**config.mk**
```make
export PLATFORM = sky130hd
export DESIGN_NAME = ram_read_arbiter
export DESIGN_NICKNAME = d
export VERILOG_FILES = /design/src/rtl/ram_arb_pkg.sv /design/src/rtl/rr_arbiter.sv /design/src/rtl/ram_read_arbiter.sv
export SDC_FILE = /design/constraint.sdc
export NUM_CORES = 1
export LEC_CHECK = 0
export ABC_CLOCK_PERIOD_IN_PS = 4400
export BUFFER_PORTS_ARGS = -buffer_cell sky130_fd_sc_hd__buf_2
export CAP_MARGIN = 20
export CORE_MARGIN = 2
export CORE_UTILIZATION = 48
export DETAILED_ROUTE_END_ITERATION = 8
export HOLD_SLACK_MARGIN = 0.05
export PLACE_DENSITY = 0.92
export SYNTH_ARGS = -nofsm -noshare
export SYNTH_HDL_FRONTEND = slang
export SYNTH_SLANG_ARGS = --single-unit
export TNS_END_PERCENT = 5
```
**constraint.sdc**
```tcl
create_clock -name clk_i -period 4.4 [get_ports clk_i]
set_input_delay 0.22 -clock clk_i [delete_from_list [all_inputs] [get_ports clk_i]]
set_output_delay 0.22 -clock clk_i [all_outputs]
set_load 0.03 [all_outputs]
```
**src/rtl/ram_arb_pkg.sv**
```systemverilog
// Shared definitions for the RAM read arbiter.
//   id_width() : requester-id width for a given requester count (min 1 bit)
//   bypass_t   : {id, tag} word carried alongside a read through the RAM
//                pipeline, sized for the default 4-requester / 4-bit-tag build
package ram_arb_pkg;

  localparam int ARB_REQ_CNT   = 4;
  localparam int ARB_TAG_WIDTH = 4;

  function automatic int id_width(input int req_cnt);
    return (req_cnt > 1) ? $clog2(req_cnt) : 1;
  endfunction

  localparam int ARB_ID_WIDTH = id_width(ARB_REQ_CNT);

  typedef struct packed {
    logic [ARB_ID_WIDTH-1:0]  id;
    logic [ARB_TAG_WIDTH-1:0] tag;
  } bypass_t;

endpackage

```
**src/rtl/rr_arbiter.sv**
```systemverilog
// Round-robin arbiter with a rotating priority pointer.
//   clk_i, rst_i : clock, synchronous active-high reset (grant forced low)
//   req          : request vector
//   gnt          : one-hot grant (or zero), combinational from req
//   gnt_id       : index of the granted requester (valid when |gnt)
module rr_arbiter
  import ram_arb_pkg::*;
#(
  parameter int REQ_CNT  = 4,
  parameter int ID_WIDTH = id_width(REQ_CNT)
) (
  input  logic                clk_i,
  input  logic                rst_i,
  input  logic [REQ_CNT-1:0]  req,
  output logic [REQ_CNT-1:0]  gnt,
  output logic [ID_WIDTH-1:0] gnt_id
);

  logic [ID_WIDTH-1:0] ptr;
  int                  idx;

  // Scan offsets from high to low so the last hit is the nearest requester
  // at or after ptr (wrap-around).
  always_comb begin
    gnt    = '0;
    gnt_id = '0;
    idx    = 0;
    if (!rst_i) begin
      for (int i = REQ_CNT - 1; i >= 0; i--) begin
        idx = int'(ptr) + i;
        if (idx >= REQ_CNT) idx = idx - REQ_CNT;
        if (req[ID_WIDTH'(idx)]) gnt_id = ID_WIDTH'(idx);
      end
      if (|req) gnt[gnt_id] = 1'b1;
    end
  end

  always_ff @(posedge clk_i) begin
    if (rst_i)
      ptr <= '0;
    else if (|gnt)
      ptr <= (int'(gnt_id) == REQ_CNT - 1) ? '0 : gnt_id + ID_WIDTH'(1);
  end

endmodule

```
**src/rtl/ram_read_arbiter.sv**
```systemverilog
// Shares the read port of one lookup RAM among REQ_CNT tagged requesters.
//   clk_i, rst_i                     : clock, synchronous active-high reset
//   req_valid_i/addr_i/tag_i         : per-requester read request (flat vectors)
//   req_ready_o                      : combinational one-hot grant
//   wr_data_i/addr_i/enable_i        : table-update write stream
//   ram_wr_data_o/addr_o/enable_o    : registered RAM write port
//   ram_rd_addr_o/bypass_o/valid_o   : registered RAM read issue, bypass={id,tag}
//   ram_rd_data_i/bypass_i/valid_i   : RAM read return (1- or 2-cycle pipeline)
//   rsp_valid_o/data_o/tag_o         : registered response, valid one-hot by id
module ram_read_arbiter
  import ram_arb_pkg::*;
#(
  parameter int REQ_CNT    = 4,
  parameter int DATA_WIDTH = 8,
  parameter int ADDR_WIDTH = 6,
  parameter int TAG_WIDTH  = 4,
  parameter int ID_WIDTH   = id_width(REQ_CNT)
) (
  input  logic                            clk_i,
  input  logic                            rst_i,
  input  logic [REQ_CNT-1:0]              req_valid_i,
  input  logic [REQ_CNT*ADDR_WIDTH-1:0]   req_addr_i,
  input  logic [REQ_CNT*TAG_WIDTH-1:0]    req_tag_i,
  output logic [REQ_CNT-1:0]              req_ready_o,
  input  logic [DATA_WIDTH-1:0]           wr_data_i,
  input  logic [ADDR_WIDTH-1:0]           wr_addr_i,
  input  logic                            wr_enable_i,
  output logic [DATA_WIDTH-1:0]           ram_wr_data_o,
  output logic [ADDR_WIDTH-1:0]           ram_wr_addr_o,
  output logic                            ram_wr_enable_o,
  output logic [ADDR_WIDTH-1:0]           ram_rd_addr_o,
  output logic [ID_WIDTH+TAG_WIDTH-1:0]   ram_bypass_o,
  output logic                            ram_valid_o,
  input  logic [DATA_WIDTH-1:0]           ram_rd_data_i,
  input  logic [ID_WIDTH+TAG_WIDTH-1:0]   ram_bypass_i,
  input  logic                            ram_valid_i,
  output logic [REQ_CNT-1:0]              rsp_valid_o,
  output logic [DATA_WIDTH-1:0]           rsp_data_o,
  output logic [TAG_WIDTH-1:0]            rsp_tag_o
);

  typedef struct packed {
    logic [ID_WIDTH-1:0]  id;
    logic [TAG_WIDTH-1:0] tag;
  } bp_t;

  logic [ADDR_WIDTH-1:0] addr_arr [REQ_CNT];
  logic [TAG_WIDTH-1:0]  tag_arr  [REQ_CNT];
  logic [REQ_CNT-1:0]    hazard;
  logic [REQ_CNT-1:0]    cand;
  logic [REQ_CNT-1:0]    gnt;
  logic [ID_WIDTH-1:0]   gnt_id;
  bp_t                   rtn;
  // Sticky flag for a returned id with no matching requester; probe-only.
  logic                  bad_id_seen_unused;

  // A read to the address being written this cycle waits one cycle so it
  // lands after the write and sees the new word.
  for (genvar g = 0; g < REQ_CNT; g++) begin : g_req
    assign addr_arr[g] = req_addr_i[g*ADDR_WIDTH +: ADDR_WIDTH];
    assign tag_arr[g]  = req_tag_i[g*TAG_WIDTH +: TAG_WIDTH];
    assign hazard[g]   = wr_enable_i && (addr_arr[g] == wr_addr_i);
  end

  assign cand        = req_valid_i & ~hazard;
  assign req_ready_o = gnt;

  rr_arbiter #(
    .REQ_CNT  (REQ_CNT),
    .ID_WIDTH (ID_WIDTH)
  ) u_rr (
    .clk_i  (clk_i),
    .rst_i  (rst_i),
    .req    (cand),
    .gnt    (gnt),
    .gnt_id (gnt_id)
  );

  // Write forwarding and read issue share the same register stage, so a
  // write and a read granted in one cycle reach the RAM together.
  always_ff @(posedge clk_i) begin
    if (rst_i) begin
      ram_wr_data_o   <= '0;
      ram_wr_addr_o   <= '0;
      ram_wr_enable_o <= 1'b0;
      ram_valid_o     <= 1'b0;
      ram_rd_addr_o   <= '0;
      ram_bypass_o    <= '0;
    end else begin
      ram_wr_data_o   <= wr_data_i;
      ram_wr_addr_o   <= wr_addr_i;
      ram_wr_enable_o <= wr_enable_i;
      ram_valid_o     <= |gnt;
      if (|gnt) begin
        ram_rd_addr_o <= addr_arr[gnt_id];
        ram_bypass_o  <= {gnt_id, tag_arr[gnt_id]};
      end
    end
  end

  assign rtn = bp_t'(ram_bypass_i);

  always_ff @(posedge clk_i) begin
    if (rst_i) begin
      rsp_valid_o        <= '0;
      rsp_data_o         <= '0;
      rsp_tag_o          <= '0;
      bad_id_seen_unused <= 1'b0;
    end else begin
      for (int i = 0; i < REQ_CNT; i++)
        rsp_valid_o[i] <= ram_valid_i && (rtn.id == ID_WIDTH'(i));
      if (ram_valid_i) begin
        rsp_data_o <= ram_rd_data_i;
        rsp_tag_o  <= rtn.tag;
        if (int'(rtn.id) >= REQ_CNT) bad_id_seen_unused <= 1'b1;
      end
    end
  end

endmodule

```
==> impl_results.md <==
* CP Capture Type: output port
* Critical Path Source Type: input port
* Hold WC Path Type: in -> reg
* Max_slew headroom at 23.3%
* Post-synth top flop: dfxtp_1
* Final ANT Viol Nets at 0
* # hold bufs at CTS at 0
* Clk_lat worst skew at 300 ps
* Starting Density at 49.3%
* Leak at 1.43 nW
* Worst Clk Skew at 7.11 ps
* CP Max Fanout at 13
* Chip height at 73.2 um
* Diode count at 0
* GRT Resource Usage Total at 22.0%
* Max IR drop VDD at 0.000147 V
* Synth Register Bits at 46
* Gr ovfl total at 0
* Initial antenna violation count at 0
* Port Buffer Count at 123
* Area of the die at 5350 sq um
* Least-Margin Pin Slew at 1150 ps
* Final setup vio count at 0
* Clock Tree Buf Depth at 2
* Fin nets at 407
* Sequential fraction of the synthesis area at 40.1%
* Setup total negative slack at 0 ps
* Post-layout min period at 3070 ps
* WL/cell at 15.3 um
* Hold_ws at 104 ps
* Max-cap viol count at 0
* DR vias/cell at 5.27
* Die W at 73.2 um
* CP required at 4180 ps
* Syn nets at 294
* CTS clk-pin slew, worst paths at 90 ps
* Largest net degree at the start of global routing at 48
* Pwr/cell area at 365 nW/um^2
* Post-CTS Setup Repair Bufs at 0
* Crit Path Class: in -> out
* Boundary pin count at 124
* Syn Area/Cell at 10.6 sq um
* Most frequent cell after synthesis: dfxtp_1
* Initial DRC count at 83
* RSZ-0062 raised after global routing: no
* Ys async rst share at 0%
* Hpwl dp at 4400 um
* Final period util at 69.8%
* Yosys warnings at 0
* Num CTS Buffers at 5
* Area Growth Syn to Fin at 30.0%
* Post-synth top area cell: dfxtp_1
* Drc violations at 0
* Clock sinks at 46
* Drt first pass iters at 4
* Htree depth at 2
* Routed vias at 2029
* Rows at 25
* Total core area at 4660 sq um
* Count of final hold-check violations at 0
* Share of cells above drive strength 1 at 44.4%
* Top cell type's share of synthesized area at 40.1%
* Arr. time, crit path at 2850 ps
* Yosys cell types at 36
* Synth Instances at 217
* DRT Wirelength at 5880 um
* Synth cell count leaders: dfxtp_1 (46), mux2i_1 (32), nor2_1 (17), nor2b_1 (16), xnor2_1 (15)
* # resized after CTS at 0
* Max Transition Viols Final at 0
* Outcome: completed
* EDFF count, synth at 0
* Number of global-route vias before repair at 2030
* Clk root buf: clkbuf_8
* Fmax at 326 MHz
* Final Wtd Congestion at 0.811
* CTS tree: done
* Layout filler cell count at 393
* Syn Std Cell Area at 2300 sq um
* First-pass GRT wire length at 9100 um
* Ranking of synthesized cells by area: dfxtp_1 (40%), mux2i_1 (14%), xnor2_1 (5.7%)
power by group:
group	switching, mW	internal, mW	leakage (nW)
logic	0.188	0.117	0.989
registers	0.0148	0.448	0.382
clock network	0.152	0.170	0.0585
total	0.355	0.735	1.43
layout make-up:
type	instances	area (sq um)	area share, %
clock inverter	3	43.8	1.47
timing repair buffer	124	623	20.9
tap	54	67.6	2.26
clock buffer	5	68.8	2.31
sequential	46	921	30.9
multi-input combinational	153	1260	42.2
routing by layer:
layer | vias up | track usage (%) | part of all wire (%)
met5 | - | 0 | 0
met4 | 0 | 5.56 | 1.2
met3 | 7 | 4.83 | 6.3
met2 | 80 | 41.6 | 53
met1 | 952 | 24.6 | 40
li1 | 990 | - | -
state kept, by name, indices dropped and copies added, names as in the netlist:
name             flops
ram_rd_addr_o        6
ram_bypass_o         6
ram_wr_data_o        8
rsp_data_o           8
ram_wr_enable_o      1
ram_wr_addr_o        6
u_rr.ptr             2
ram_valid_o          1
rsp_valid_o          4
rsp_tag_o            4
cell families after synthesis:
| logic type | after synthesis | share of synthesized area (%) |
|---|---|---|
| buf+inv | 18 | 5.01 |
| compound gates | 36 | 17.1 |
| flops | 46 | 40.1 |
| xor+xnor | 24 | 9.16 |
| simple gates | 60 | 14.1 |
| mux | 32 | 14.0 |
| fa+ha+maj | 1 | 0.545 |
path summary, 6_finish.rpt:
path                                 startpoint              end  slack [ps]  depth (start not counted)
worst min-delay path            ram_bypass_i[4]   rsp_valid_o[2]         100                          2
worst max register to register      u_rr.ptr[1]      u_rr.ptr[1]        1930                          6
worst min register to register  ram_bypass_o[5]  ram_bypass_o[5]         470                          2
worst max-delay path               wr_addr_i[3]   req_ready_o[3]        1330                          8
stage by stage:
stage	total power, mW	cell area (sq um)	cells	util, %	worst slack [ps]
floorplan	0.685	2300	217	-	1520
global placement	0.769	2870	377	61.6	1420
detailed placement	0.777	2870	377	61.6	1340
CTS	1.09	2980	385	64.0	1340
global route	1.14	2980	385	64.0	1170
finish	1.09	2980	385	64.0	1330
worst max-delay path: stages:
cell,delay [ps]
buf_2,140
xnor2_1,170
nand4_1,180
o41ai_4,390
o22ai_2,210
a2111oi_4,1050
and3_1,280
buf_2,190
placed cells by master, fill, tap and decap left out, types with 2 or more instances in the layout:
master,count
o41ai_4,2
buf_2,123
and3_1,2
and2_1,2
xor2_1,9
nand4_1,5
nor2b_1,16
o21bai_1,10
dfxtp_1,46
nand2_1,7
o21ai_0,3
nor4_1,2
mux2i_1,32
nand2b_1,3
a221oi_1,3
clkbuf_8,5
nor2_1,17
xnor2_1,15
a221oi_2,7
a21oi_1,5
Power figures use the tool's default switching activity.
